--- src/rtl/fifo_pkg.sv ---
// rtl/fifo_pkg.sv - shared sizing constants for the synchronous FIFO
package fifo_pkg;

  localparam int FIFO_WIDTH = 32;
  localparam int FIFO_DEPTH = 8;
  localparam int FIFO_AW    = $clog2(FIFO_DEPTH);

endpackage : fifo_pkg

--- src/rtl/fifo_mem.sv ---
// rtl/fifo_mem.sv - DEPTH x WIDTH register array, one sync write port, one read port
module fifo_mem
  import fifo_pkg::*;
#(
  parameter int WIDTH = FIFO_WIDTH,
  parameter int DEPTH = FIFO_DEPTH,
  parameter int AW    = FIFO_AW
) (
  input  logic             clk,
  input  logic             we,
  input  logic [AW-1:0]    waddr,
  input  logic [WIDTH-1:0] wdata,
  input  logic [AW-1:0]    raddr,
  output logic [WIDTH-1:0] rdata
);

  logic [WIDTH-1:0] mem [DEPTH];

  // Storage is never reset; the owner tracks which entries are valid.
  always_ff @(posedge clk) begin
    if (we) begin
      mem[waddr] <= wdata;
    end
  end

  // Read port is a plain array lookup; the caller registers the result.
  assign rdata = mem[raddr];

endmodule : fifo_mem

--- src/rtl/sync_fifo.sv ---
// rtl/sync_fifo.sv - single-clock FIFO with registered read data and FULL/EMPTY flags
module sync_fifo
  import fifo_pkg::*;
#(
  parameter int WIDTH = FIFO_WIDTH,
  parameter int DEPTH = FIFO_DEPTH
) (
  input  logic             clk,
  input  logic             reset,
  input  logic [WIDTH-1:0] data_in,
  input  logic             EN,
  input  logic             RD,
  input  logic             WR,
  output logic             EMPTY,
  output logic             FULL,
  output logic [WIDTH-1:0] data_out
);

  localparam int AW = $clog2(DEPTH);
  localparam logic [AW:0] FULL_CNT = (AW+1)'(DEPTH);

  logic [AW-1:0]    wr_ptr;
  logic [AW-1:0]    rd_ptr;
  logic [AW:0]      count;
  logic [WIDTH-1:0] mem_rdata;
  logic             wr_ok;
  logic             rd_ok;

  // Acceptance is qualified by the registered flags, so a write into a full
  // FIFO or a read from an empty one never disturbs state.
  assign wr_ok = EN & WR & ~FULL;
  assign rd_ok = EN & RD & ~EMPTY;

  fifo_mem #(
    .WIDTH (WIDTH),
    .DEPTH (DEPTH),
    .AW    (AW)
  ) u_mem (
    .clk   (clk),
    .we    (wr_ok),
    .waddr (wr_ptr),
    .wdata (data_in),
    .raddr (rd_ptr),
    .rdata (mem_rdata)
  );

  // Pointers wrap naturally because DEPTH is a power of two.
  always_ff @(posedge clk or negedge reset) begin
    if (!reset) begin
      wr_ptr <= '0;
      rd_ptr <= '0;
    end else begin
      if (wr_ok) wr_ptr <= wr_ptr + 1'b1;
      if (rd_ok) rd_ptr <= rd_ptr + 1'b1;
    end
  end

  // Occupancy moves only when exactly one side is accepted.
  always_ff @(posedge clk or negedge reset) begin
    if (!reset) begin
      count <= '0;
    end else begin
      case ({wr_ok, rd_ok})
        2'b10:   count <= count + 1'b1;
        2'b01:   count <= count - 1'b1;
        default: count <= count;
      endcase
    end
  end

  // Read data is captured only on accepted reads and otherwise holds.
  always_ff @(posedge clk or negedge reset) begin
    if (!reset) begin
      data_out <= '0;
    end else if (rd_ok) begin
      data_out <= mem_rdata;
    end
  end

  // Flags decode the registered count, so no input reaches an output.
  assign EMPTY = (count == '0);
  assign FULL  = (count == FULL_CNT);

endmodule : sync_fifo

--- config.mk ---
export PLATFORM = sky130hd
export DESIGN_NAME = sync_fifo
export DESIGN_NICKNAME = d
export VERILOG_FILES = /design/src/rtl/fifo_pkg.sv /design/src/rtl/fifo_mem.sv /design/src/rtl/sync_fifo.sv
export SDC_FILE = /design/constraint.sdc
export NUM_CORES = 1
export LEC_CHECK = 0
export CELL_PAD_IN_SITES_DETAIL_PLACEMENT = 0
export CELL_PAD_IN_SITES_GLOBAL_PLACEMENT = 2
export CORE_ASPECT_RATIO = 0.5
export CORE_MARGIN = 5
export CORE_UTILIZATION = 44
export CTS_CLUSTER_SIZE = 25
export DETAILED_ROUTE_END_ITERATION = 10
export GPL_ROUTABILITY_DRIVEN = 1
export PLACE_DENSITY = 0.74
export RECOVER_POWER = 50
export SLEW_MARGIN = 20
export SYNTH_ARGS = -nofsm -noshare
export SYNTH_HDL_FRONTEND = slang
export SYNTH_SLANG_ARGS = --single-unit
--- constraint.sdc ---
create_clock -name clk -period 4.6 [get_ports clk]
set_input_delay 1.38 -clock clk [delete_from_list [all_inputs] [get_ports clk]]
set_output_delay 1.38 -clock clk [all_outputs]
set_load 0.01 [all_outputs]
======== Word level (Yosys, flattened, before mapping) ========
Memory sizes are Yosys's and may differ from the RTL's. A register that Yosys moved wholly into a read port is not among the register bits.
Cells that the tools add are included.
word-level totals
  memory bits (read-only) ................. 0
  memory bits (writable) .................. 256
  memories kept ........................... 1
  output and inout bits ................... 34
  bits in latches ......................... 0
  logic and storage cells ................. 23
  bits in registers ....................... 10
  input port bits ......................... 37
operators by class
  equality and inequality tests ........... 3
  reductions and logical operators ........ 3
  $lt $le $gt $ge ......................... 0
  add/subtract/negate cells ............... 4
  div/mod/pow operators ................... 0
  mux-type cells .......................... 3
  bitwise logic cells ..................... 6
  shifts and indexed selects .............. 0
  multiply operators ...................... 0
memory list
  name       words  bits a word  read ports  clocked after memory_dff  write ports  line            text
  u_mem.mem  8      32           1           1                         1            fifo_mem.sv:17  logic [WIDTH-1:0] mem [DEPTH];
operator list
  cell                 number
  $pmux 4 s2           1
  $add 3x1->3 const B  2
  $add 4x1->4 const B  1
  $and 1x1->1          4
  $eq 4x4->1 const B   1
  $logic_not 4->1      1
  $sub 4x1->4 const B  1
  $eq 2x1->1 const B   1
  $eq 2x2->1 const B   1
  $mux 1               2
  $not 1->1            2
  $reduce_bool 2->1    1
  $logic_not 1->1      1

======== Depth between registers and ports, before layout ========
Gate-level depths: netlist (run 1).
  depth after elaboration ................. 5
  depth in mapped cells ................... 10
  mapped depth without buffers ............ 9

======== Hierarchy ========
Synthesis (run 1) repeated with hierarchy kept, for this count alone.
unflattened totals
  cell total of the unflattened synthesis .. 503
  area total of the unflattened synthesis .. 11741.3 um^2
modules (own cells, without submodules)
  module     area each (um^2)  sequential area each (um^2)  instances  cells an instance
  fifo_mem   9825.7            7687.4                       1          383
  sync_fifo  1915.6            1051.0                       1          120

======== Least setup slack after synthesis (run 1) ========
No wires, ideal clock.
  kind .................................... input to register
  start ................................... input port EN
  end ..................................... memory u_mem.mem[1][0] (netlist name) (enable)
  setup slack ............................. 0.012 ns
  setup time .............................. 0.461 ns
  arrival ................................. 4.127 ns
  data required time ...................... 4.139 ns
  path buffers ............................ 0
  cell stages on the path ................. 4
  cells stage by stage .................... nand2_1 -> a21oi_1 -> nand2_1 -> nor3_1
on the way
  longest elaborated chain between the ends .. 4
RTL lines
  element                       line             text
  start: declaration            sync_fifo.sv:11  input logic EN,
  $and 1x1->1 (2 in a row)      sync_fifo.sv:31  assign wr_ok = EN & WR & ~FULL;
  $mux 1                        fifo_mem.sv:21   if (we) begin
  $mux 1 (implied by the code)  fifo_mem.sv:22   mem[waddr] <= wdata;
  end: declaration              fifo_mem.sv:17
No other way between the ends.

======== Worst setup path after layout (run 1) ========
  start ................................... input port EN
  end ..................................... register data_out[19] (read register of u_mem.mem)
on the way
  longest elaborated chain between the ends .. 2
RTL lines
  element                   line             text
  $and 1x1->1 (2 in a row)  sync_fifo.sv:32  assign rd_ok = EN & RD & ~EMPTY;
  end: declaration          sync_fifo.sv:16  output logic [WIDTH-1:0] data_out
No other way between the ends.
A chain may end at the register's enable or synchronous reset.

==> results of run 1 <==
per-stage QoR:
stage	utilization (%)	cells	setup WS, ns	hold slack (ns)	total power, W
global route	52.2	1144	0.847	0.495	0.00837
global placement	49.1	1095	0.906	0.457	0.00590
detailed placement	49.1	1095	0.925	0.462	0.00592
CTS	52.2	1144	1.06	0.479	0.00807
floorplan	-	686	0.0124	0.480	0.00506
finish	52.2	1144	1.12	0.470	0.00795
kinds of logic (layout without fill, tap and decap cells):
| group | after synthesis | count (layout) |
|---|---|---|
| XOR/XNOR | 6 | 6 |
| AO/OA/AOI/OAI | 70 | 70 |
| adder cells (fa/ha/maj) | 6 | 6 |
| multiplexers | 130 | 130 |
| buffers and inverters | 45 | 151 |
| AND/OR/NAND/NOR | 131 | 131 |
| flip-flops | 298 | 298 |
critical path, cell delays in order:
cell and delay (ns):
dlygate4sd3_1 0.55, nand3_1 0.17, clkbuf_1 1.51, nand2_1 0.17
nand2_1 0.13
worst max-delay path by stage:
stage	endpoint	slack, ns	from
2_1_floorplan	u_mem.mem[1][0]	0.01	EN
3_3_place_gp	count[3]	0.91	EN
3_5_place_dp	count[3]	0.93	EN
4_1_cts	EMPTY	1.06	count[3]
5_1_grt	data_out[1]	0.85	EN
6_report	data_out[19]	1.12	EN
cell type report:
| class | count | area share (%) |
|---|---|---|
| sequential | 298 | 63.8 |
| timing repair buffer | 94 | 6.69 |
| multi-input combinational | 343 | 20.0 |
| tap | 352 | 3.21 |
| inverter | 8 | 0.256 |
| clock inverter | 9 | 0.365 |
| clock buffer | 40 | 5.73 |
layer usage:
layer	up-vias	global-route usage [%]
met5	-	0
met4	2	2.70
met3	27	3.34
met2	96	24.2
met1	3000	26.3
li1	2810	-
power breakdown:
group / internal, W / leakage, nW / switching, W
clock network: 0.00118 / 0.411 / 0.000950
registers: 0.00330 / 2.82 / 0.000285
logic: 0.000986 / 1.75 / 0.00124
sequential cells by signal (all words and copies together), names as in the netlist:
signal,cells
u_mem.mem,256
data_out,32
count,4
rd_ptr,3
wr_ptr,3
layout by cell type, fill, tap and decap left out, types with 2 or more instances in the layout:
cell | Yosys | final
edfxtp_1 | 256 | 256
mux2i_1 | 129 | 129
nand2_1 | 73 | 73
a22oi_1 | 64 | 64
dfrtp_1 | 42 | 41
clkdlybuf4s50_1 | 0 | 36
dlygate4sd3_1 | 0 | 33
nand3_2 | 28 | 28
clkbuf_16 | 0 | 28
buf_4 | 11 | 18
clkbuf_1 | 16 | 11
inv_1 | 7 | 7
nor2_4 | 0 | 6
nand3_1 | 4 | 5
ha_1 | 5 | 5
nand2b_1 | 4 | 4
xnor2_1 | 4 | 4
clkbuf_8 | 0 | 4
clkinv_2 | 0 | 4
buf_12 | 0 | 4
o21ai_0 | 3 | 3
inv_6 | 1 | 2
nor3_1 | 4 | 2
and2_1 | 2 | 2
a21oi_1 | 2 | 2
nor3_2 | 0 | 2
nor2b_2 | 0 | 2
xor2_1 | 2 | 2
clkinv_1 | 0 | 2
==> out/qor.tcl, run 1 <==
set qor(ys_seq_elements) 298
set qor(synthDistinctLibCells) 33
set qor(detailed_place.area_mm2) 0.0129
set qor(critPathLaunchType) {input pin}
set qor(grt_overflow) 0
set qor(clock_tree.buffer_depth) 3
set qor(postSynthNetCount) 729
set qor(finish.instance_area_mm2) 0.0137
set qor(grt_first_pass_wirelength_mm) 38.1
set qor(dieWidth_um) 240
set qor(length_of_routed_met2_wiring_mm) 11.1
set qor(final-seq-area_mm2) 0.00874
set qor(placementRows) 42
set qor(synthesis.area_per_instance_um2) 17.0
set qor(post_cts.repair.setup_buffers) 0
set qor(whs_endpoint) {data_out[18]}
set qor(setup.worst_path.class) {input pin to flip-flop}
set qor(max_used_layer) {met5}
set qor(die_area_mm2) 0.0301
set qor(min_delay_path_class) {flip-flop to flip-flop}
set qor(area_growth_syn_to_layout_pct) 17.3
set qor(buffer_ports.inserted) 70
set qor(dp.final_hpwl_mm) 15.9
set qor(multi_input_comb_area_mm2) 0.00274
set qor(number_of_antenna_violations_at_the_first_check_in_global_routing) 1
set qor(routedLengthMet1_mm) 12.4
set qor(fill_cells) 2157
set qor(maxSlewHeadroom_pct) -38.0
set qor(rrSetupSlack_ns) 1.53
set qor(coreArea_mm2) 0.0263
set qor(nets) 815
set qor(synth_most_common_cell) {edfxtp_1}
set qor(ios) 71
set qor(routedWlPerCell_um) 21.7
set qor(crit_required_ns) 5.07
set qor(gp_congestion) 0.736
set qor(run_status) {complete, but fails checks}
set qor(grt_resource_usage_total_pct) 16.6
set qor(via_count_of_the_routed_design) 5935
set qor(clock_skew_ns) 0.00893
set qor(clock_pin_transition_on_the_worst_setup_and_hold_timing_paths_ns) 0.06
set qor(number_of_enable_flip_flop_cells_after_synthesis) 256
set qor(worstPathMaxFanout) 34
set qor(count_of_final_max_slew_check_failures) 53
set qor(initialDrtViolationCount) 436
set qor(endpoint_kind) {flip-flop}
set qor(setup-violations-final) 0
set qor(clockRootBuffer) {clkbuf_16}
set qor(static-leakage-power_nw) 4.98
set qor(htree_levels) 1
set qor(post_synth_xor_area_fraction_pct) 0.450
set qor(route.detailed.drc) 0
set qor(ys_async_sr_fraction_pct) 14.1
set qor(setup_tns_ns) 0
set qor(first_pass_iters) 5
set qor(clock_tree_from_tritoncts) {built}
set qor(synth.yosys.warnings) 0
set qor(synthFlopType) {edfxtp_1}
set qor(synthesis.instances) 686
set qor(final_antenna_net_count) 0
set qor(hold_path_startpoint) {data_out[18]}
set qor(fp.dieH_um) 125
set qor(ir_worst_vdd_uv) 280
set qor(postCtsResizedCells) 0
set qor(synth_fa_ha_area_share_pct) 0.707
set qor(wirelength_mm) 24.9
set qor(reg2regPathDepth) 5
set qor(synth.yosys.seq_area_share_pct) 74.8
set qor(reg2reg_to) {data_out[19]}
set qor(worst_hold_path.num_cells) 2
set qor(post_synth_and_or_nand_nor_area_fraction_pct) 6.29
set qor(max_freq_ghz) 0.287
set qor(r2r_start) {count[2]}
set qor(total_cts_buffers) 27
set qor(worstMarginPinSlew_ns) 2.07
set qor(detailed_route_wirelength_on_metal3_mm) 1.04
set qor(rsz0062_at_grt) {false}
set qor(violated_checks) {capacitance limit, slew limit}
set qor(syn_area_mm2) 0.0117
set qor(max_cap_violations) 2
set qor(synthTopCellsByArea) {edfxtp_1, mux2i_1, dfrtp_1}
set qor(drive_gt1_share_pct) 13.3
set qor(start_util_pct) 44.5
set qor(grt_pass1_vias) 6085
set qor(synthTopCellsByCount) {edfxtp_1, mux2i_1, nand2_1}
set qor(power-per-cell-area_mw_per_mm2) 580
set qor(vias_per_cell) 5.19
set qor(antenna_cells) 0
set qor(mux_share_of_post_synthesis_cell_area_pct) 11.1
set qor(clkLatencyLatePin_ns) 0.54
set qor(min_period_ns) 3.48
set qor(synth-compound-area-share_pct) 4.40
set qor(cts_sinks) 298
set qor(final.period_utilization_pct) 75.7
set qor(dominant_combinational_cell_family_by_area_after_synthesis) {multiplexers}
set qor(worst-endpoint-arrival_ns) 3.95
set qor(grt_start_max_net_pins) 52
set qor(netlist.area_leader.share_pct) 65.8
set qor(synth_area_leader_cell) {edfxtp_1}
set qor(hold_buffers) 0
set qor(finalHoldViolations) 0
Power figures use the tool's default switching activity.
==> run 2: changes to the inputs <==
==> constraint.sdc (replaced) <==
create_clock -name clk -period 3.55 [get_ports clk]
set_input_delay 1.065 -clock clk [delete_from_list [all_inputs] [get_ports clk]]
set_output_delay 1.065 -clock clk [all_outputs]
set_load 0.01 [all_outputs]
==> out/qor.tcl, run 2 (synthesis results as in run 1) <==
set qor(number_of_antenna_violations_at_the_first_check_in_global_routing) 1
set qor(total_switching_power_w) 0.00327
set qor(vias_per_cell) 5.30
set qor(worstPathMaxFanout) 6
set qor(crit_required_ns) 2.48
set qor(placementRows) 42
set qor(crit_path_max_incr_delay_ns) 0.55
set qor(internal_power_w) 0.00722
set qor(die_area_mm2) 0.0301
set qor(r2r_start) {count[3]}
set qor(reg2regPathDepth) 5
set qor(postCtsResizedCells) 0
set qor(critPathLaunchType) {flip-flop}
set qor(timing.critical_path.slowest_stage_cell) {or4_4}
set qor(nets) 819
set qor(htree_levels) 1
set qor(commonest_non_fill_non_tap_cell_in_the_layout) {edfxtp_1}
set qor(seqPwrFrac_pct) 43.1
set qor(area_growth_syn_to_layout_pct) 17.7
set qor(post_cts.repair.setup_buffers) 0
set qor(grt_start_max_net_pins) 88
set qor(setup.worst_path.class) {flip-flop to output port}
set qor(run_status) {complete, but fails checks}
set qor(first_pass_iters) 5
set qor(buffer_ports.inserted) 70
set qor(power.clock.fraction_pct) 27.6
set qor(routedWlPerCell_um) 22.6
set qor(endpoint_kind) {output port}
set qor(violated_checks) {capacitance limit, slew limit}
set qor(final_cell_mix) {edfxtp_1, mux2i_1, nand2_1}
set qor(grt_first_pass_wirelength_mm) 39.4
set qor(count_of_final_max_slew_check_failures) 35
set qor(start_util_pct) 44.5
set qor(clock_tree_from_tritoncts) {built}
set qor(reg2reg_to) {data_out[25]}
set qor(wirelength_mm) 25.9
set qor(cts_sinks) 298
set qor(dieWidth_um) 240
set qor(largest_register_ff_count) 256
set qor(setup-violations-final) 0
set qor(initialDrtViolationCount) 434
set qor(dp.final_hpwl_mm) 16.6
set qor(via_count_of_the_routed_design) 6081
set qor(coreArea_mm2) 0.0263
set qor(rsz0062_at_grt) {false}
set qor(clock_tree.buffer_depth) 3
set qor(worst-endpoint-arrival_ns) 2.14
set qor(clockRootBuffer) {clkbuf_16}
set qor(clkLatencyLatePin_ns) 0.54
set qor(grt_resource_usage_total_pct) 17.2
set qor(grt_pass1_vias) 6229
set qor(min_delay_path_class) {flip-flop to flip-flop}
set qor(ios) 71
set qor(min_period_ns) 3.21
set qor(stdcell_count) 1148
set qor(endpoint) {EMPTY}
set qor(worstMarginPinSlew_ns) 2.08
set qor(power-per-cell-area_mw_per_mm2) 763
set qor(fp.dieH_um) 125
set qor(top_register) {u_mem.mem}
set qor(largestRegisters) {u_mem.mem: 256 flops, data_out: 32 flops, count: 4 flops}
set qor(clock_pin_transition_on_the_worst_setup_and_hold_timing_paths_ns) 0.07
set qor(antenna_cells) 0
set qor(hold_buffers) 0
set qor(max_freq_ghz) 0.312
set qor(gp_congestion) 0.761
set qor(final.period_utilization_pct) 90.3
set qor(grt_overflow) 0
set qor(rrSetupSlack_ns) 0.46
set qor(ir_worst_vdd_uv) 506
set qor(maxSlewHeadroom_pct) -38.6
set qor(path_depth) 3
set qor(clock_skew_ns) 0.0115
set qor(finalHoldViolations) 0
set qor(final_antenna_net_count) 0
set qor(place.detailed.instances) 1099
set qor(max_cap_violations) 1
set qor(path_buf_inv) 2
set qor(crit_path_cell_trace) {or4_4 -> inv_1 -> clkdlybuf4s50_1}
set qor(drive_gt1_share_pct) 13.7
set qor(setup.worst_path.start) {count[3]}
set qor(static-leakage-power_nw) 5.03
set qor(p_comb_share_pct) 29.3
set qor(route.detailed.drc) 0
set qor(setup_tns_ns) 0
set qor(crit_family) {buffers and inverters}
set qor(total_cts_buffers) 27
set qor(p_sw_share_pct) 31.2
-- run 2: cell count changes in the layout (fill, tap and decap cells not counted), sizes merged --
cell / change
clkinvlp: -1
bufinv: +3
buf: +2
inv: -1
clkbuf: -6
clkinv: +7
-- run 2: routing by layer --
layer	vias up	global-route usage, %	wire length [um]
met1	3128	25.8	12500
li1	2805	-	-
met3	40	3.48	1040
met2	106	26.7	11900
met5	-	0	13
met4	2	3.17	448
-- run 2: through the flow --
stage               instance area, um^2  utilization (%)  power (W)  worst slack [ns]  hold WS (ns)
floorplan                         11700                -    0.00656             0.131         0.480
global placement                  12900             49.1    0.00770             0.332         0.459
detailed placement                12900             49.1    0.00774             0.276         0.462
finish                            13800             52.4     0.0105             0.344         0.472
global route                      13800             52.4     0.0110             0.144         0.492
CTS                               13800             52.5     0.0107             0.298         0.478
-- run 2: worst min path at each step --
stage	from	endpoint	slack (ns)	depth (start not counted)
after detailed placement	data_out[18]	data_out[18]	0.46	2
after CTS	data_out[18]	data_out[18]	0.48	2
final	data_out[18]	data_out[18]	0.47	2
after global placement	data_out[16]	data_out[16]	0.46	2
after floorplan	wr_ptr[0]	wr_ptr[0]	0.48	1
after global routing	data_out[26]	data_out[26]	0.49	2
-- run 2: worst register-to-register path, delay by kind of cell (launching register included) --
kind / cells / cell delay, ns
and+or+nand+nor: 4 / 1.05
DFF: 1 / 0.46
buffers and inverters: 1 / 1.51
-- run 2: power by group through the flow --
| stage | clock, W | combinational (W) | sequential, W |
|---|---|---|---|
| final | 0.00290 | 0.00308 | 0.00452 |
| after global routing | 0.00312 | 0.00335 | 0.00458 |
| after global placement | 0 | 0.00312 | 0.00459 |
| after floorplan | 0 | 0.00193 | 0.00463 |
| after CTS | 0.00298 | 0.00315 | 0.00453 |
| after detailed placement | 0 | 0.00314 | 0.00460 |
-- run 2: area by class of cell --
class / instances / area, um^2
Multi-Input combinational cell: 343 / 2750
Fill cell: 2167 / 12500
Clock inverter: 17 / 160
Sequential cell: 298 / 8740
Clock buffer: 32 / 714
Tap cell: 352 / 440
Timing Repair Buffer: 98 / 916
Inverter: 8 / 35.0
==> run 3: changes to the inputs <==
--- a/config.mk
+++ b/config.mk
@@ -9,11 +9,13 @@
 export CELL_PAD_IN_SITES_GLOBAL_PLACEMENT = 2
 export CORE_ASPECT_RATIO = 0.5
 export CORE_MARGIN = 5
-export CORE_UTILIZATION = 44
+export CORE_UTILIZATION = 49
+export CTS_BUF_LIST = sky130_fd_sc_hd__clkbuf_2
 export CTS_CLUSTER_SIZE = 25
 export DETAILED_ROUTE_END_ITERATION = 10
+export DONT_BUFFER_PORTS = 1
 export GPL_ROUTABILITY_DRIVEN = 1
-export PLACE_DENSITY = 0.74
+export PLACE_DENSITY = 0.77
 export RECOVER_POWER = 50
 export SLEW_MARGIN = 20
 export SYNTH_ARGS = -nofsm -noshare
==> out/qor.tcl, run 3 (synthesis results as in run 1) <==
set qor(critPathLaunchType) {flip-flop}
set qor(worst-endpoint-arrival_ns) 3.74
set qor(setup-violations-final) 0
set qor(gp_congestion) 0.719
set qor(worstPathMaxFanout) 34
set qor(via_count_of_the_routed_design) 5926
set qor(top_register) {u_mem.mem}
set qor(routedWlPerCell_um) 21.9
set qor(clock_skew_ns) 0.0745
set qor(endpoint_kind) {flip-flop}
set qor(dp.final_hpwl_mm) 13.4
set qor(place.detailed.instances) 971
set qor(crit_path_cell_trace) {or4_1 -> nand3_1 -> clkbuf_1 -> nand2_1 -> nand2_1}
set qor(start_util_pct) 50.5
set qor(min_period_ns) 3.02
set qor(worstMarginPinSlew_ns) 1.99
set qor(largest_register_ff_count) 256
set qor(maxSlewHeadroom_pct) -32.8
set qor(setup.worst_path.start) {count[3]}
set qor(final_cell_mix) {edfxtp_1, mux2i_1, clkbuf_2}
set qor(clockRootBuffer) {clkbuf_2}
set qor(grt_resource_usage_total_pct) 17.8
set qor(commonest_non_fill_non_tap_cell_in_the_layout) {edfxtp_1}
set qor(wirelength_mm) 23.9
set qor(hold_path_startpoint) {data_in[30]}
set qor(finalHoldViolations) 0
set qor(nets) 777
set qor(p_comb_share_pct) 25.9
set qor(worst_hold_path.num_cells) 0
set qor(grt_first_pass_wirelength_mm) 36.6
set qor(crit_path_max_incr_delay_ns) 1.45
set qor(crit_required_ns) 4.27
set qor(drive_gt1_share_pct) 21.0
set qor(total_switching_power_w) 0.00316
set qor(clock_pin_transition_on_the_worst_setup_and_hold_timing_paths_ns) 0.13
set qor(clock_tree_from_tritoncts) {built}
set qor(whs_endpoint) {u_mem.mem[6][30]}
set qor(post_cts.repair.setup_buffers) 0
set qor(largestRegisters) {u_mem.mem: 256 flops, data_out: 32 flops, count: 4 flops}
set qor(static-leakage-power_nw) 4.74
set qor(first_pass_iters) 4
set qor(worst_slack_placed_ns) 0.496
set qor(final.period_utilization_pct) 85.0
set qor(post-route-worst-setup-slack_ns) 0.532
set qor(setup.worst_path.class) {flip-flop to flip-flop}
set qor(setup_tns_ns) 0
set qor(initialDrtViolationCount) 460
set qor(stdcell_count) 1088
set qor(htree_levels) 3
set qor(grt_start_max_net_pins) 43
set qor(coreArea_mm2) 0.0231
set qor(max_freq_ghz) 0.331
set qor(route.detailed.drc) 0
set qor(reg2reg_to) {data_out[14]}
set qor(grt_pass1_vias) 6062
set qor(seqPwrFrac_pct) 52.0
set qor(p_sw_share_pct) 34.6
set qor(p_total_w) 0.00914
set qor(antenna_cells) 0
set qor(min_delay_path_class) {input pin to flip-flop}
set qor(buffer_ports.inserted) 0
set qor(internal_power_w) 0.00598
set qor(area_growth_syn_to_layout_pct) 8.40
set qor(rrSetupSlack_ns) 0.53
set qor(vias_per_cell) 5.45
set qor(hold_slack_final_ns) 0.322
set qor(die_area_mm2) 0.0272
set qor(dieWidth_um) 228
set qor(clock_tree.buffer_depth) 3
set qor(run_status) {complete, but fails checks}
set qor(count_of_final_max_slew_check_failures) 35
set qor(max_cap_violations) 1
set qor(critical-path-top-cell-by-count) {nand2_1}
set qor(violated_checks) {capacitance limit, slew limit}
set qor(fp.dieH_um) 119
set qor(r2r_start) {count[3]}
set qor(rsz0062_at_grt) {false}
set qor(clkLatencyLatePin_ns) 0.82
set qor(reg2regPathDepth) 5
set qor(ir_worst_vdd_uv) 309
set qor(power.clock.fraction_pct) 22.1
set qor(power-per-cell-area_mw_per_mm2) 722
set qor(placementRows) 39
set qor(timing.critical_path.slowest_stage_cell) {clkbuf_1}
set qor(final_antenna_net_count) 0
set qor(number_of_antenna_violations_at_the_first_check_in_global_routing) 1
set qor(ios) 71
set qor(total_cts_buffers) 66
set qor(cts_sinks) 298
set qor(grt_overflow) 0
[run 3: timing repair]
| item | in CTS | in global routing |
|---|---|---|
| hold buffers | 1 | 1 |
| hold endpoints to repair | 42 | 3 |
| gates resized for setup | 0 | 0 |
| setup endpoints to repair | 0 | 0 |
[run 3: final cells by class]
cell class              count  area (um^2)
fillers                  1887        10500
multi-input cells         343         2760
well taps                 307          384
clock buffers             102          510
clock inverters            13         50.0
inverters                   8         35.0
repair buffers             17          181
flip-flops and latches    298         8740
[run 3: worst max path at each step]
stage / endpoint / slack, ns / cells after the start
6_report: data_out[14] / 0.53 / 5
5_1_grt: data_out[7] / 0.23 / 5
4_1_cts: EMPTY / 0.49 / 2
3_5_place_dp: count[3] / 0.50 / 8
3_3_place_gp: count[3] / 0.59 / 8
2_1_floorplan: u_mem.mem[7][0] / 0.13 / 4
[run 3: critical path: cells and delay by family (launching register included)]
kind	cells	cell delay [ns]
DFF	1	0.45
buffers and inverters	1	1.45
and+or+nand+nor	4	1.05
[run 3: metal layers]
layer	track usage, %	vias to the layer above	part of all wire (%)	wire, um
met5	0	-	0	0
met4	4.68	0	1.2	280
met3	6.28	25	6.4	1530
met2	25.7	148	43	10300
met1	26.0	2987	49	11700
li1	-	2766	-	-
[run 3: through the flow]
stage	instance area (um^2)	util (%)
finish	12700	54.8
CTS	12700	54.8
global route	12700	54.8
detailed placement	12100	52.3
global placement	12100	52.3
floorplan	11700	-
[run 3: power by group through the flow]
stage / combinational, W / sequential (W) / clock [W]
detailed placement: 0.00238 / 0.00484 / 0
global route: 0.00260 / 0.00481 / 0.00230
global placement: 0.00236 / 0.00483 / 0
floorplan: 0.00193 / 0.00463 / 0
finish: 0.00237 / 0.00475 / 0.00202
CTS: 0.00240 / 0.00476 / 0.00211
